### src/rtl/sseg_mux_capture.sv
// Seven-segment scan snooper: watches a multiplexed display bus, waits for each
// digit's enable/segment pair to settle, then captures and decodes the glyph.
module sseg_mux_capture #(
    parameter int SETTLE = 16,
    parameter int TMO_W  = 24
) (
    input  logic        clk,
    input  logic        reset_n,
    input  logic [7:0]  en_led,
    input  logic [7:0]  sseg,
    input  logic        clr,
    output logic [63:0] pat,
    output logic [31:0] hex,
    output logic [7:0]  hex_ok,
    output logic [7:0]  seen,
    output logic        frame,
    output logic        mux_err,
    output logic        stalled
);

    typedef enum logic [1:0] {ST_IDLE, ST_SETTLE, ST_CAPT, ST_HOLD} state_t;

    localparam logic [7:0] SETTLE_C = 8'(SETTLE);

    state_t           state_q, state_d;
    logic [7:0]       cnt_q, cnt_d;
    logic [15:0]      prev_q, prev_d;
    logic [7:0]       cap_en_q, cap_en_d;
    logic [63:0]      pat_q, pat_d;
    logic [31:0]      hex_q, hex_d;
    logic [7:0]       hex_ok_q, hex_ok_d;
    logic [7:0]       seen_q, seen_d;
    logic             frame_q, frame_d;
    logic             err_q, err_d;
    logic [TMO_W-1:0] tmo_q, tmo_d;
    logic [2:0]       last_idx_q, last_idx_d;
    logic             have_last_q, have_last_d;

    logic [2:0]       idx;
    logic [4:0]       dec;

    // Exactly one enable driven low.
    function automatic logic one_low(input logic [7:0] e);
        logic [7:0] n;
        n = ~e;
        return (n != 8'd0) && ((n & (n - 8'd1)) == 8'd0);
    endfunction

    // Index of the lowest active-low enable.
    function automatic logic [2:0] low_idx(input logic [7:0] e);
        logic [2:0] r;
        r = 3'd0;
        for (int i = 7; i >= 0; i--)
            if (!e[i]) r = 3'(i);
        return r;
    endfunction

    // Returns {legal, nibble}; dp is not part of the glyph.
    function automatic logic [4:0] decode(input logic [6:0] s);
        case (s)
            7'h40: return 5'h10;
            7'h79: return 5'h11;
            7'h24: return 5'h12;
            7'h30: return 5'h13;
            7'h19: return 5'h14;
            7'h12: return 5'h15;
            7'h02: return 5'h16;
            7'h78: return 5'h17;
            7'h00: return 5'h18;
            7'h10: return 5'h19;
            7'h08: return 5'h1A;
            7'h03: return 5'h1B;
            7'h46: return 5'h1C;
            7'h21: return 5'h1D;
            7'h06: return 5'h1E;
            7'h0E: return 5'h1F;
            default: return 5'h00;
        endcase
    endfunction

    // The captured value is the one that survived the settle window (prev_q),
    // so a change landing exactly in the CAPT cycle cannot leak in.
    assign idx = low_idx(prev_q[15:8]);
    assign dec = decode(prev_q[6:0]);

    // Next-state, capture and bookkeeping logic; clr overrides everything.
    always_comb begin
        state_d     = state_q;
        cnt_d       = cnt_q;
        prev_d      = {en_led, sseg};
        cap_en_d    = cap_en_q;
        pat_d       = pat_q;
        hex_d       = hex_q;
        hex_ok_d    = hex_ok_q;
        seen_d      = seen_q;
        frame_d     = 1'b0;
        err_d       = err_q;
        tmo_d       = (&tmo_q) ? tmo_q : tmo_q + 1'b1;
        last_idx_d  = last_idx_q;
        have_last_d = have_last_q;

        case (state_q)
            ST_IDLE: begin
                if (one_low(en_led)) begin
                    cnt_d   = 8'd1;
                    state_d = ST_SETTLE;
                end else if (en_led != 8'hFF) begin
                    // Multiple enables low while idle is also a mux fault.
                    err_d = 1'b1;
                end
            end
            ST_SETTLE: begin
                if (en_led == 8'hFF) begin
                    state_d = ST_IDLE;
                end else if (!one_low(en_led)) begin
                    err_d   = 1'b1;
                    state_d = ST_IDLE;
                end else if ({en_led, sseg} != prev_q) begin
                    cnt_d = 8'd1;
                end else begin
                    cnt_d = cnt_q + 8'd1;
                    if (cnt_d == SETTLE_C) state_d = ST_CAPT;
                end
            end
            ST_CAPT: begin
                pat_d[int'(idx)*8 +: 8] = prev_q[7:0];
                hex_d[int'(idx)*4 +: 4] = dec[3:0];
                hex_ok_d[idx]           = dec[4];
                if (have_last_q && (idx <= last_idx_q)) begin
                    frame_d = 1'b1;
                    seen_d  = 8'd1 << idx;
                end else begin
                    seen_d[idx] = 1'b1;
                end
                last_idx_d  = idx;
                have_last_d = 1'b1;
                cap_en_d    = prev_q[15:8];
                tmo_d       = '0;
                state_d     = ST_HOLD;
            end
            ST_HOLD: begin
                if (en_led != cap_en_q) begin
                    if (en_led == 8'hFF) begin
                        state_d = ST_IDLE;
                    end else begin
                        cnt_d   = 8'd1;
                        state_d = ST_SETTLE;
                    end
                end
            end
            default: state_d = ST_IDLE;
        endcase

        if (clr) begin
            state_d     = ST_IDLE;
            cnt_d       = 8'd0;
            pat_d       = '0;
            hex_d       = '0;
            hex_ok_d    = '0;
            seen_d      = '0;
            frame_d     = 1'b0;
            err_d       = 1'b0;
            tmo_d       = '0;
            have_last_d = 1'b0;
        end
    end

    // State and data registers; reset blanks the display copy (segments off).
    always_ff @(posedge clk or negedge reset_n) begin
        if (!reset_n) begin
            state_q     <= ST_IDLE;
            cnt_q       <= '0;
            prev_q      <= '0;
            cap_en_q    <= 8'hFF;
            pat_q       <= '1;
            hex_q       <= '0;
            hex_ok_q    <= '0;
            seen_q      <= '0;
            frame_q     <= 1'b0;
            err_q       <= 1'b0;
            tmo_q       <= '0;
            last_idx_q  <= '0;
            have_last_q <= 1'b0;
        end else begin
            state_q     <= state_d;
            cnt_q       <= cnt_d;
            prev_q      <= prev_d;
            cap_en_q    <= cap_en_d;
            pat_q       <= pat_d;
            hex_q       <= hex_d;
            hex_ok_q    <= hex_ok_d;
            seen_q      <= seen_d;
            frame_q     <= frame_d;
            err_q       <= err_d;
            tmo_q       <= tmo_d;
            last_idx_q  <= last_idx_d;
            have_last_q <= have_last_d;
        end
    end

    assign pat     = pat_q;
    assign hex     = hex_q;
    assign hex_ok  = hex_ok_q;
    assign seen    = seen_q;
    assign frame   = frame_q;
    assign mux_err = err_q;
    assign stalled = &tmo_q;

endmodule

### config.mk
export PLATFORM = sky130hd
export DESIGN_NAME = sseg_mux_capture
export DESIGN_NICKNAME = d
export VERILOG_FILES = /design/src/rtl/sseg_mux_capture.sv
export SDC_FILE = /design/constraint.sdc
export NUM_CORES = 1
export LEC_CHECK = 0
export CORE_ASPECT_RATIO = 0.6
export CORE_MARGIN = 3
export CORE_UTILIZATION = 39
export CTS_CLUSTER_DIAMETER = 50
export DETAILED_ROUTE_END_ITERATION = 10
export SLEW_MARGIN = 20
export SYNTH_ARGS = -nofsm -noshare
export SYNTH_HDL_FRONTEND = slang
export SYNTH_SLANG_ARGS = --single-unit
### constraint.sdc
create_clock -name clk -period 8.14 [get_ports clk]
set_input_delay 1.628 -clock clk [delete_from_list [all_inputs] [get_ports clk]]
set_output_delay 1.628 -clock clk [all_outputs]
set_load 0.03 [all_outputs]
## Yosys cells after proc, flatten, opt, wreduce, memory -nomap -nowiden

Index checks and enable logic that the tools add are counted.

- Reduce and logical (&&, ||, !) cells: 14
- Divide/modulo/power cells: 0
- Add/sub/neg operators: 5
- $mul: 0
- Order comparisons: 3
- Equality and inequality tests: 34
- Bitwise operators: 3
- Mux-type cells: 54
- Shifts and indexed selects: 5

Operators with widths:

| operator | number |
|---|---|
| 64-bit two-way mux | 2 |
| 8-bit two-way mux | 12 |
| 5-bit case mux with 16 select lines | 1 |
| 24-bit two-way mux | 3 |
| 64-bit bitwise mux | 1 |
| 32-bit two-way mux | 2 |
| 8-bit by 33-bit variable shift with 64-bit output, first input constant | 1 |
| 8-bit by 33-bit indexed part select with 64-bit output | 1 |
| 5-bit negator with 33-bit output | 1 |
| 6-bit negator with 33-bit output | 1 |
| 4-bit by 33-bit variable shift with 32-bit output, first input constant | 1 |
| 4-bit by 33-bit indexed part select with 32-bit output | 1 |
| 32-bit bitwise mux | 1 |
| 7-bit equality test, second input constant | 4 |
| 24-bit by 1-bit adder with 24-bit output, second input constant | 1 |
| 3-bit two-way mux | 8 |
| 3-bit inequality test, second input constant | 8 |
| 8-bit case mux with 3 select lines | 1 |
| 24-bit AND reduction | 1 |
| 7-bit by 5-bit equality test with 1-bit output, second input constant | 3 |
| 7-bit by 6-bit equality test with 1-bit output, second input constant | 3 |
| 16-bit inequality test | 1 |
| 7-bit by 2-bit equality test with 1-bit output, second input constant | 2 |
| 7-bit by 4-bit equality test with 1-bit output, second input constant | 2 |
| other kinds (35) | 56 |

- Output and inout port bits: 115
- Logic and storage cells: 131
- RAM bits: 0
- Memories kept: 0
- Bits of input ports: 19
- Flip-flop bits (word level): 176
- Bits in latches: 0
- ROM bits: 0

## Depth between registers and ports, before layout

Gate-level depths: netlist of the first run.

- Depth in word-level cells: 16
- Depth in mapped cells: 13
- Depth with buffers taken out: 11

## Least setup slack after synthesis of the first run

No wires, ideal clock.

- Kind: reg2out
- Start point: register tmo_q[14]
- End point: output port stalled
- Required time: 6.512 ns
- Buffers on the path: 0
- Data arrival time: 1.742 ns
- Slack: 4.770 ns
- Cell stages (with the launch flop): 5
- Cell sequence: dfrtp_1 > nand3_1 > nor4_1 > nand3_1 > nor2_1

- Word-level cells in the longest chain between the ends: 1

Ends and longest elaborated chain:

| item | line | source |
|---|---|---|
| from (decl) | 35 | `logic [TMO_W-1:0] tmo_q, tmo_d;` |
| from (signal assigned) | 195 | `tmo_q <= tmo_d;` |
| 24-bit AND reduction | 207 | `assign stalled = &tmo_q;` |
| to (decl) | 18 | `output logic stalled` |

Every way passes these cells.

## Final worst setup path of the first run

Same ends and word-level chain as after synthesis.

==> results.txt, run 1 <==
Summed negative setup slack over all endpoints: 0 ns
Boundary Pins: 134
Run status: complete, no violations
Final routed wire length divided by cell count: 20.1 um
Cell mode on critical path: nand3_1
Cell taking the most area after synthesis: dfrtp_1
Number of antenna repair diodes: 0
Floorplan die width: 196 um
Post-cts hold buffer count: 0
Post-Synthesis Mean Instance Area: 11.0 sq um
First-pass GRT wire length: 36.7 mm
Type of the worst setup path: reg -> out
Post-route clock skew: 0.00862 ns
Post-CTS Setup Bufs: 0
Initial core utilization: 40.0%
Hold Vio Cnt, Final: 0
Quantity of I/O buffers inserted on ports: 133
GPL Wtd Cong: 0.827
Number of fill cells: 1901
TritonCTS clock tree: done
GR Overflow Total: 0
Iteration count of the initial detailed-routing pass: 4
Std cell rows: 41
Largest delay contributor family on the critical path: simple AND/OR/NAND/NOR gates
Max H-tree Level: 4
Clock Pin Slew Worst Setup and Hold Paths: 0.07 ns
Root buffer cell: clkbuf_16
Setup slack of the most critical reg-to-reg path: 4.37 ns
Share of async-settable or async-resettable flops after synthesis: 100%
Number of unique standard cell types used by synthesis: 77
Number of antenna violations at the first check in global routing: 0
Most used DFF post-synth: dfrtp_1
PnR Total Power: 1880 uW
Setup violators final: 0
Max Freq: 219 MHz
Portion of the post-synthesis area used by sequential elements: 53.2%
Smallest setup slack after layout: 3.57 ns
Count of flip-flops with a built-in enable after synthesis: 0
Pre-CTS setup slack: 3.75 ns
Core ar.: 21100 sq um
Largest net degree at the start of global routing: 65
Path category of the worst min-delay check: reg -> reg
Ordered cell list for the critical path: nand3_1, nor4_1, nand3_1, nor2_1, clkdlybuf4s50_1
Mapped cell area: 8450 sq um
Worst slew margin: 25.1%
Chip Height: 120 um
CP endpoint kind: output port
Number of nets with antenna violations after routing: 0
Top-count cell post-synth: dfrtp_1
DIE AREA: 23500 sq um
Total Nets Final: 908
Yosys synthesis warning count: 0
Via count of the first global-routing pass: 6081
Cell types with the largest area share after synthesis: dfrtp_1 (31%), dfstp_2 (22%), a22o_1 (9.7%)
Most common library cells after synthesis: dfrtp_1 (104), a22o_1 (94), dfstp_2 (72)
Pin slew with the least headroom to its limit: 1.12 ns
Total via count in the routed design: 6526
Required time at the endpoint of the critical path: 6.51 ns
Minimum clock period: 4.57 ns
Sum of net half-perimeters after detailed placement: 16.3 mm
Power density relative to cell area: 179 nW/um^2
Part of the cycle the worst path needs: 56.2%
Count of state elements after synthesis: 176
Clock latency of the later-clocked register in the worst-skew pair: 0.44 ns
Number of instances in the synthesized netlist: 769
Type of origin of the critical path: flip-flop
Biggest cell delay along the critical path: 0.76 ns
Longest Clk Path Bufs: 2
Share of layout cells above drive strength 1: 16.6%
Number of instances resized during post-cts repair: 0
Sink count of the clock tree: 176
Max capacitance violation total: 0
Static leakage power: 0.00422 uW
Number of clock buffers inserted by TritonCTS: 17
Critical Path AT: 2.94 ns
Final wirelength: 23.4 mm
DR DRC count: 0
Total GRT Usage: 20.1%
Setup repair after global routing missed its margin: no
Area Overhead vs Synth: 24.8%
Number of buffer and inverter instances along the worst setup path: 1
Detailed Route Iter0 Violations: 502
Synthesized Nets: 805
Peak supply drop: 0.000151 V
CP max stage cell: nor4_1
Share of the synthesized area in the top cell type: 30.8%
Vias per cell: 5.61
Maximum fanout encountered on the critical timing path: 5
Max-slew violation count: 0
[report_power, final]
part | total, uW | internal [uW] | switching [uW]
clock | 832 | 451 | 382
combinational | 139 | 47.1 | 91.9
sequential | 911 | 884 | 27.2
total | 1880 | 1380 | 501
[cells in the final DEF (no fill, tap or decap), drive strengths merged, types with 5 or more instances in the layout]
cell type,synthesis,routed
clkdlybuf4s50,0,132
dfrtp,104,104
a22o,94,94
dfstp,72,72
nor2,54,54
nand2,44,44
xor2,39,39
inv,27,36
o21ai,28,28
nor3,23,23
clkbuf,36,18
nand4,18,18
ha,17,17
nand3,17,17
a21oi,15,15
mux2,11,11
nor4,10,10
buf,22,10
and3,9,9
nand2b,8,8
a41oi,8,8
nor2b,7,7
a31oi,7,7
or3,6,6
xnor2,5,5
a32o,5,5
a31o,5,5
a311oi,5,5
clkinv,2,5
[routing by layer]
| metal | GRT usage (%) | wire (um) | vias to the layer above |
|---|---|---|---|
| li1 | - | - | 3065 |
| met1 | 32.8 | 12600 | 3267 |
| met2 | 26.3 | 9340 | 181 |
| met3 | 4.21 | 1210 | 13 |
| met4 | 5.21 | 191 | 0 |
| met5 | 0 | 0 | - |
[path summary, 6_finish.rpt]
path,to,from,depth (start not counted)
min in group asynchronous,tmo_q[12],reset_n,1
worst max-delay path,stalled,tmo_q[14],5
worst max register to register,pat[60],prev_q[15],10
max in group asynchronous,prev_q[6],reset_n,2
worst min-delay path,hex[3],hex[3],1
worst min register to register,hex[3],hex[3],1
[per-stage QoR]
step / util (%) / std cells / hold WS, ns / cell area [sq um]
finish: 49.9 / 1164 / 0.484 / 10500
floorplan: - / 769 / 0.446 / 8450
CTS: 49.9 / 1164 / 0.485 / 10500
global route: 49.9 / 1164 / 0.512 / 10500
detailed placement: 47.1 / 1132 / 0.470 / 9950
global placement: 47.1 / 1132 / 0.470 / 9950
[worst register-to-register path, cell delays in order, from the launching register on]
cell and delay (ns):
dfrtp_1 0.47, nand2b_1 0.14, a21boi_0 0.08, o21ai_1 0.39, a21o_1 0.51, clkinv_1 0.40, ha_1 0.39, nand2_1 0.12
nor2_1 0.05, a21oi_1 0.88, a22o_1 0.29
[final cells by class]
cell class / count / area (sq um) / share of cell area (%)
Timing Repair Buffer: 142 / 1400 / 13.3
Sequential cell: 176 / 4490 / 42.6
Clock buffer: 18 / 450 / 4.27
Clock inverter: 14 / 140 / 1.33
Tap cell: 279 / 349 / 3.31
Inverter: 29 / 109 / 1.03
Multi-Input combinational cell: 506 / 3600 / 34.2
[sequential cells by signal, indices dropped and copies added (netlist names)]
name         count
tmo_q           24
last_idx_q       3
pat             64
cap_en_q         8
have_last_q      1
seen             8
mux_err          1
frame            1
cnt_q            8
hex_ok           8
state_q          2
hex             32
prev_q          16
[kinds of logic after synthesis]
logic type	Yosys count	share of synthesized area [%]
and+or+nand+nor	221	13.8
AOI/OAI and AO/OA	210	19.8
DFF	176	53.2
buffers and inverters	87	4.29
xor gates and xnor gates	44	4.56
adders and majority gates	19	2.75
muxes	12	1.63
No activity file was read; power rests on OpenSTA's default activity.
==> run 2, diff against run 1 <==
clock period = 4.7 ns   (was 8.14 ns; I/O delays follow)
==> run 2 against run 1 <==
Count of clock-buffer cells in the layout up 2. Global-route usage down 0.16 points. Sequential power up 73%. Flip-flop and latch count unchanged. Power up 76%. Critical path depth up 5. Largest cell class unchanged.
==> results.txt, run 2 (synthesis gave the netlist of run 1 again) <==
Via count of the first global-routing pass: 5995
Clock latency of the later-clocked register in the worst-skew pair: 0.43 ns
Path category of the worst min-delay check: reg -> reg
Worst slew margin: 30.9%
Chip Height: 120 um
Floorplan die width: 196 um
Root buffer cell: clkbuf_16
Max capacitance violation total: 0
Number of fill cells: 1926
Setup repair after global routing missed its margin: no
Power density relative to cell area: 312 nW/um^2
Register cell area after layout: 4490 sq um
Initial core utilization: 40.0%
Detailed Route Iter0 Violations: 554
Largest net degree at the start of global routing: 91
TritonCTS clock tree: done
Max-slew violation count: 0
Post-cts hold buffer count: 0
Type of origin of the critical path: flip-flop
Largest delay contributor family on the critical path: compound AO/OA/AOI/OAI gates
Total area of multi-input combinational cells: 3590 sq um
Part of the cycle the worst path needs: 77.3%
Static leakage power: 0.00426 uW
Share of layout cells above drive strength 1: 16.9%
Total Nets Final: 912
Clock Pin Slew Worst Setup and Hold Paths: 0.07 ns
Number of antenna repair diodes: 0
Final wirelength: 22.9 mm
GR Overflow Total: 0
Number of antenna violations at the first check in global routing: 0
Pin slew with the least headroom to its limit: 1.04 ns
Longest Clk Path Bufs: 2
Vias per cell: 5.60
Std cell rows: 41
Number of instances resized during post-cts repair: 0
Max Freq: 275 MHz
Number of clock buffers inserted by TritonCTS: 17
Number of flip-flops under the largest register name: 64
Sink count of the clock tree: 176
Final routed wire length divided by cell count: 19.6 um
Area Overhead vs Synth: 25.5%
Core ar.: 21100 sq um
GPL Wtd Cong: 0.832
First-pass GRT wire length: 36.4 mm
Quantity of I/O buffers inserted on ports: 133
Post-route clock skew: 0.0100 ns
Total GRT Usage: 19.9%
Critical Path AT: 4.00 ns
Required time at the endpoint of the critical path: 5.07 ns
CP max stage cell: a21oi_1
Biggest cell delay along the critical path: 0.81 ns
Setup violators final: 0
Sum of net half-perimeters after detailed placement: 16.2 mm
Number of nets with antenna violations after routing: 0
Ordered cell list for the critical path: nand2b_1, a21boi_0, o21ai_1, a21o_1, clkinv_1, ha_1, nand2_1, nor2_1, a21oi_1, a22o_1
Max H-tree Level: 4
Number of buffer and inverter instances along the worst setup path: 1
Boundary Pins: 134
Post-CTS Setup Bufs: 0
Total via count in the routed design: 6541
Final std cell area, no fill: 10600 sq um
Run status: complete, no violations
Final standard cell utilization of the core: 50.2%
Leading cell type in the layout, fill and taps excluded: clkdlybuf4s50_1
DIE AREA: 23500 sq um
Most used cells in the layout excluding fill and tap cells: clkdlybuf4s50_1 (132), dfrtp_1 (104), a22o_1 (94)
CP endpoint kind: flip-flop
Maximum fanout encountered on the critical timing path: 14
Iteration count of the initial detailed-routing pass: 5
Peak supply drop: 0.000250 V
Hold Vio Cnt, Final: 0
Summed negative setup slack over all endpoints: 0 ns
DR DRC count: 0
Type of the worst setup path: reg -> reg
Minimum clock period: 3.63 ns
Instance area after placement: 9990 sq um
==> run 2: cell count changes in the layout (fill, tap and decap cells not counted), moves of 2 or more <==
cell / previous run / this run
clkbuf_8: 0 / 2
inv_6: 7 / 3
clkinv_2: 2 / 0
clkinv_4: 1 / 5
inv_8: 2 / 0
inv_4: 0 / 2
buf_4: 9 / 12
==> run 2: per-layer routing <==
metal	share of wire [%]	track usage (%)	routed length, um	vias up
li1	-	-	-	3077
met1	55	33.9	12700	3279
met2	39	24.7	8840	169
met3	5.2	4.15	1190	16
met4	0.93	4.54	214	0
met5	0	0	0	-
==> run 2: layout make-up <==
type	instances	share of cell area, %
well taps	279	3.29
clock inverters	12	1.34
flip-flops and latches	176	42.4
inverters	29	1.03
multi-input cells	506	33.9
repair buffers	146	13.6
clock buffers	20	4.50
==> run 2: per-stage QoR <==
| stage | hold slack [ns] | cells | worst slack (ns) | power (uW) |
|---|---|---|---|---|
| after floorplan | 0.446 | 769 | 1.60 | 1740 |
| after global placement | 0.463 | 1136 | 1.20 | 1840 |
| after detailed placement | 0.467 | 1136 | 1.09 | 1840 |
| after CTS | 0.486 | 1168 | 1.04 | 3340 |
| after global routing | 0.503 | 1168 | 0.733 | 3440 |
| final | 0.490 | 1168 | 1.07 | 3310 |
==> run 2: final timing paths <==
| kind | start | slack (ns) | cells past startpoint | end |
|---|---|---|---|---|
| setup / recovery | prev_q[15] | 1.07 | 10 | hex[22] |
| hold / removal | hex[2] | 0.49 | 1 | hex[2] |
| setup reg to reg | prev_q[15] | 1.07 | 10 | hex[22] |
| hold reg to reg | hex[2] | 0.49 | 1 | hex[2] |
| max in group asynchronous | reset_n | 3.15 | 2 | pat[7] |
| min in group asynchronous | reset_n | 0.56 | 1 | tmo_q[19] |
==> run 2: where the power goes <==
part / switching [uW] / internal [uW] / leakage, uW
Sequential: 45.4 / 1530 / 0.00215
Clock: 634 / 854 / 0.000308
Combinational: 158 / 83.7 / 0.00180
Total: 837 / 2470 / 0.00426
